===== src/rtl/fp8_fixed_decoder_pkg.sv =====
// Shared FP8 definitions for fp8_pkg: field layout, class and decoder state enums, default widths.
// Imported by fp8_classify and fp8_fixed_decoder.
package fp8_pkg;

    localparam int SIGN_BIT = 7;
    localparam int EXP_W    = 4;
    localparam int MAN_W    = 3;

    localparam logic [EXP_W-1:0] EXP_SPECIAL = 4'hF;

    localparam int OUT_W_DEF  = 20;
    localparam int FRAC_W_DEF = 10;

    typedef enum logic [1:0] {
        CLS_ZERO,
        CLS_NORM,
        CLS_INF,
        CLS_NAN
    } fp8_class_e;

    typedef enum logic [1:0] {
        ST_IDLE,
        ST_SHIFT,
        ST_SIGN,
        ST_HOLD
    } dec_state_e;

endpackage


===== src/rtl/fp8_fixed_decoder_classify.sv =====
// fp8_classify: splits an FP8 word into class, sign, exponent and 4-bit significand.
// Purely combinational; no subnormals, so exp=0 with mant!=0 still carries the hidden one.
module fp8_classify
    import fp8_pkg::*;
(
    input  logic [7:0]       in_data,
    output fp8_class_e       cls,
    output logic             sign,
    output logic [EXP_W-1:0] exp_f,
    output logic [MAN_W:0]   mant_full
);

    logic [MAN_W-1:0] mant;

    always_comb begin
        sign      = in_data[SIGN_BIT];
        exp_f     = in_data[SIGN_BIT-1:MAN_W];
        mant      = in_data[MAN_W-1:0];
        mant_full = {1'b1, mant};
        cls       = CLS_NORM;
        if (exp_f == EXP_SPECIAL) begin
            cls = (mant == '0) ? CLS_INF : CLS_NAN;
        end else if (exp_f == '0 && mant == '0) begin
            cls = CLS_ZERO;
        end
    end

endmodule


===== src/rtl/fp8_fixed_decoder.sv =====
// fp8_fixed_decoder: FP8 to signed Q-format converter using a one-bit-per-cycle shifter.
// Optional status flags (flag_zero/flag_inf/flag_nan) are built when FP8_DEC_FLAGS_EN is defined.
module fp8_fixed_decoder
    import fp8_pkg::*;
#(
    parameter int OUT_W  = OUT_W_DEF,
    parameter int FRAC_W = FRAC_W_DEF
) (
    input  logic             clk,
    input  logic             rst_n,
    input  logic             ena,
    input  logic [7:0]       in_data,
    input  logic             in_valid,
    output logic             in_ready,
    output logic [OUT_W-1:0] out_data,
    output logic             out_valid,
    input  logic             out_ready,
    output dec_state_e       dbg_state
`ifdef FP8_DEC_FLAGS_EN
    ,
    output logic             flag_zero,
    output logic             flag_inf,
    output logic             flag_nan
`endif
);

    // Handshake: a transfer happens on a clock edge where valid and ready are both high;
    // in_ready is high only in IDLE, out_valid only in HOLD, so the two never overlap.

    // Significand weight: 1.mmm * 2^(exp-bias) scaled by 2^FRAC_W is M << (exp + LOAD_SHIFT).
    localparam int BIAS       = (2 ** (EXP_W - 1)) - 1;
    localparam int LOAD_SHIFT = FRAC_W - BIAS - MAN_W;

    localparam logic [OUT_W-1:0] SAT_POS = {1'b0, {(OUT_W-1){1'b1}}};
    localparam logic [OUT_W-1:0] SAT_NEG = {1'b1, {(OUT_W-1){1'b0}}};

    fp8_class_e       cls;
    logic             in_sign;
    logic [EXP_W-1:0] in_exp;
    logic [MAN_W:0]   in_mant;

    dec_state_e       state;
    logic [EXP_W-1:0] cnt;
    logic [OUT_W-1:0] mag;
    logic             sgn;

    fp8_classify u_classify (
        .in_data   (in_data),
        .cls       (cls),
        .sign      (in_sign),
        .exp_f     (in_exp),
        .mant_full (in_mant)
    );

    assign in_ready  = (state == ST_IDLE);
    assign dbg_state = state;

    always_ff @(posedge clk) begin
        if (!rst_n || !ena) begin
            state     <= ST_IDLE;
            cnt       <= '0;
            mag       <= '0;
            sgn       <= 1'b0;
            out_data  <= '0;
            out_valid <= 1'b0;
`ifdef FP8_DEC_FLAGS_EN
            flag_zero <= 1'b0;
            flag_inf  <= 1'b0;
            flag_nan  <= 1'b0;
`endif
        end else begin
            case (state)
                ST_IDLE: begin
                    if (in_valid) begin
                        case (cls)
                            CLS_NORM: begin
                                mag   <= OUT_W'(in_mant) << LOAD_SHIFT;
                                cnt   <= in_exp;
                                sgn   <= in_sign;
                                state <= ST_SHIFT;
                            end
                            CLS_INF: begin
                                out_data  <= in_sign ? SAT_NEG : SAT_POS;
                                out_valid <= 1'b1;
                                state     <= ST_HOLD;
`ifdef FP8_DEC_FLAGS_EN
                                flag_inf  <= 1'b1;
`endif
                            end
                            default: begin
                                // Zero and NaN both decode to 0; their sign is dropped.
                                out_data  <= '0;
                                out_valid <= 1'b1;
                                state     <= ST_HOLD;
`ifdef FP8_DEC_FLAGS_EN
                                flag_zero <= (cls == CLS_ZERO);
                                flag_nan  <= (cls == CLS_NAN);
`endif
                            end
                        endcase
                    end
                end
                ST_SHIFT: begin
                    if (cnt != '0) begin
                        mag <= mag << 1;
                        cnt <= cnt - 1'b1;
                    end else begin
                        state <= ST_SIGN;
                    end
                end
                ST_SIGN: begin
                    out_data  <= sgn ? -mag : mag;
                    out_valid <= 1'b1;
                    state     <= ST_HOLD;
`ifdef FP8_DEC_FLAGS_EN
                    flag_zero <= (mag == '0);
`endif
                end
                ST_HOLD: begin
                    if (out_ready) begin
                        out_valid <= 1'b0;
                        state     <= ST_IDLE;
`ifdef FP8_DEC_FLAGS_EN
                        flag_zero <= 1'b0;
                        flag_inf  <= 1'b0;
                        flag_nan  <= 1'b0;
`endif
                    end
                end
                default: state <= ST_IDLE;
            endcase
        end
    end

endmodule


===== config.mk =====
export PLATFORM = sky130hd
export DESIGN_NAME = fp8_fixed_decoder
export DESIGN_NICKNAME = d
export VERILOG_FILES = /design/src/rtl/fp8_fixed_decoder_pkg.sv /design/src/rtl/fp8_fixed_decoder_classify.sv /design/src/rtl/fp8_fixed_decoder.sv
export SDC_FILE = /design/constraint.sdc
export NUM_CORES = 1
export LEC_CHECK = 0
export CORE_ASPECT_RATIO = 1.5
export CORE_MARGIN = 5
export CORE_UTILIZATION = 55
export DETAILED_ROUTE_END_ITERATION = 8
export GPL_TIMING_DRIVEN = 0
export MAX_ROUTING_LAYER = met4
export PLACE_DENSITY_LB_ADDON = 0.08
export RECOVER_POWER = 50
export SLEW_MARGIN = 20
export SYNTH_ARGS = -nofsm -noshare
export SYNTH_HDL_FRONTEND = slang
export SYNTH_SLANG_ARGS = --single-unit

===== constraint.sdc =====
create_clock -name clk -period 2.2 [get_ports clk]
set_input_delay 0.44 -clock clk [delete_from_list [all_inputs] [get_ports clk]]
set_output_delay 0.44 -clock clk [all_outputs]
set_load 0.1 [all_outputs]

==> impl_metrics.ini <==
[place]
gp_congestion = 0.8848
place_area_um2 = 3142
place_ws_ps = -411.9
port_buffers = 36
post-dp-hpwl_mm = 5.260

[setup_path]
end_kind = flip-flop
path_cells = clkdlybuf4s50_1, or3_1, o211ai_1, buf_4, nand3_4, buf_6, a21oi_1, nor2_1
arrival_ps = 2320
critPathSlowestCell = or3_1
crit_path_start_kind = input pin
worstPathRequired_ps = 2390
cp_slowest_stage_delay_ps = 470
crit_fanout = 10
criticalPathCategory = input pin to flip-flop

[run_status]
status = completed

[yosys]
synth.distinct_cells = 47
synth_top_cell_by_area = dfxtp_1
netlist_instances = 334
yosys.area.top_type_share = 0.3599
synthArstFlopShare = 0
synthFlopType = dfxtp_1
synth_edf_count = 0
synth_nets = 355
avgSynthCellArea_um2 = 7.994
ys_warn_count = 0
synth_area_leaders = dfxtp_1 (36%), o21ai_0 (7.1%), a21oi_1 (5.1%)
ys_seq_area_frac = 0.3599
syn_area_um2 = 2670
synth_seq_cells = 48

[detailed_routing]
wl_mm = 7.460
dr.pass1.iters = 5
avgViaCountPerCell = 6.036
drc_errors = 0
initialDrtViolationCount = 153
drtAntennaViolNets = 0
wl_per_cell_um = 16.69
num_vias = 2698

[clock_tree]
clk_latency_ps = 310
cts_hold_buf = 0
cts_tree = yes
clk_path_buf_depth = 2
clock_sinks = 48
cts_buffers = 5
htreeDepth = 2
cts_root_buffer = clkbuf_8
clkTransAtPathRegs_ps = 90

[sta]
finalHoldViolations = 0
setup_tns_ps = 0
period_share = 0.9673
period_needed_ps = 2128
tightest_slew_ps = 1185
relSlewSlack = 0.2131
drv_slew = 0
fmax_mhz = 469.9
fin_skew_ps = 12.73
setup_viol = 0
setup_slack_ps = 71.83

[pwr]
switching_share = 0.3339
p_seq_frac = 0.453
internal-power_mw = 1.345
peakVddDrop_mv = 0.3855
power_density_nw_per_um2 = 626.6
leakage_nw = 1.198
clkPwrFrac = 0.289
p_comb_frac = 0.258
p_sw_mw = 0.6744

[run]
maxCapViolCount = 0

[cells_and_area]
final_common_cell = dfxtp_1
fin_nets = 401
synthToLayoutAreaGrowth_pct = 20.71
diodes = 0
fin_util = 0.6756
final_area_um2 = 3223
drive_above_1_share = 0.1207
final_cell_mix = dfxtp_1 (46), clkbuf_1 (37), o21ai_0 (37)

[global_route]
antenna_found_initial = 0
grt_pass1_wl_mm = 11.65
grt_usage = 0.2444
grt_max_degree = 15
grt_pass1_vias = 2504
globalRoute.totalOverflow = 0

[floorplan]
die_x_um = 66.89
die_area_um2 = 6377
die_h_um = 95.34
core.rowCount = 31
coreArea_um2 = 4771
io_pins = 37
start_util = 0.5597

[hold_path]
hp-class = flip-flop to flip-flop
==> critical path, delay by kind of cell <==
kind                   cells  cell delay [ps]
AO/OA/AOI/OAI              2              430
AND/OR/NAND/NOR            3              650
buffers and inverters      3              790
==> what timing repair did <==
item / in CTS / in global routing
setup buffers: 1 / 3
pin swaps: 2 / 4
endpoints found under the setup margin: 47 / 42
gates resized for setup: 35 / 24
gates cloned: 0 / 3
==> synth_stat cells (all sizes together) (8+ instances only) <==
| master | instances |
|---|---|
| o31ai | 8 |
| o41ai | 8 |
| nor2 | 31 |
| clkbuf | 24 |
| o21ai | 39 |
| nand4 | 17 |
| ha | 8 |
| a21oi | 27 |
| dfxtp | 48 |
| a211oi | 8 |
| inv | 13 |
| nand2 | 23 |
| xnor2 | 15 |
==> state kept, by name, indices dropped and copies added (netlist names) <==
| signal | flops |
|---|---|
| cnt | 4 |
| mag | 20 |
| dbg_state | 2 |
| sgn | 1 |
| out_valid | 1 |
| out_data | 20 |
==> final timing paths <==
check              startpoint            to  slack [ps]  cells past startpoint
hold / removal    out_data[3]   out_data[3]         500                      2
setup / recovery   in_data[0]   out_data[5]          70                      8
hold reg to reg   out_data[3]   out_data[3]         500                      2
setup reg to reg       mag[0]  out_data[18]          90                      6
==> power groups by stage <==
stage                     clock network [mW]  registers (mW)  logic (mW)
final                                  0.584           0.915       0.521
after global placement                     0           0.933       0.480
after floorplan                            0            1.04       0.249
after detailed placement                   0           0.934       0.484
after CTS                              0.588           0.914       0.489
after global routing                   0.631           0.918       0.558
==> through the flow <==
| step | power (mW) | hold WS (ps) | instances |
|---|---|---|---|
| floorplan | 1.292 | 436.0 | 334 |
| global placement | 1.413 | 469.5 | 436 |
| detailed placement | 1.418 | 482.4 | 436 |
| CTS | 1.990 | 498.1 | 445 |
| global route | 2.107 | 540.0 | 447 |
| finish | 2.020 | 504.0 | 447 |
==> cells by family (layout without fill, tap and decap cells) <==
family	Yosys count	after routing	share of synthesized area
AO/OA/AOI/OAI	105	106	0.2460
flip-flops	48	48	0.3599
buffers and inverters	42	88	0.06561
adder cells (fa/ha/maj)	8	8	0.03749
AND/OR/NAND/NOR	111	111	0.2230
multiplexers	5	5	0.01874
XOR/XNOR	15	15	0.04920
==> layer usage <==
layer / up-vias / share of wire / track usage / wire [um]
met1: 1280 / 0.38 / 0.2567 / 2858
li1: 1307 / - / - / -
met2: 89 / 0.54 / 0.4404 / 3992
met4: 0 / 0.036 / 0.1218 / 268
met3: 22 / 0.045 / 0.03066 / 339
met5: - / 0 / - / 0
==> area by class of cell <==
class | count | area [um^2]
tap | 66 | 82.58
clock buffer | 7 | 97.59
multi-input combinational | 245 | 1622
fill | 457 | 1548
buffer | 25 | 136.4
timing repair buffer | 42 | 262.8
inverter | 13 | 48.80
sequential | 48 | 968.4
clock inverter | 1 | 5.005
No activity file was read; power rests on OpenSTA's default activity.
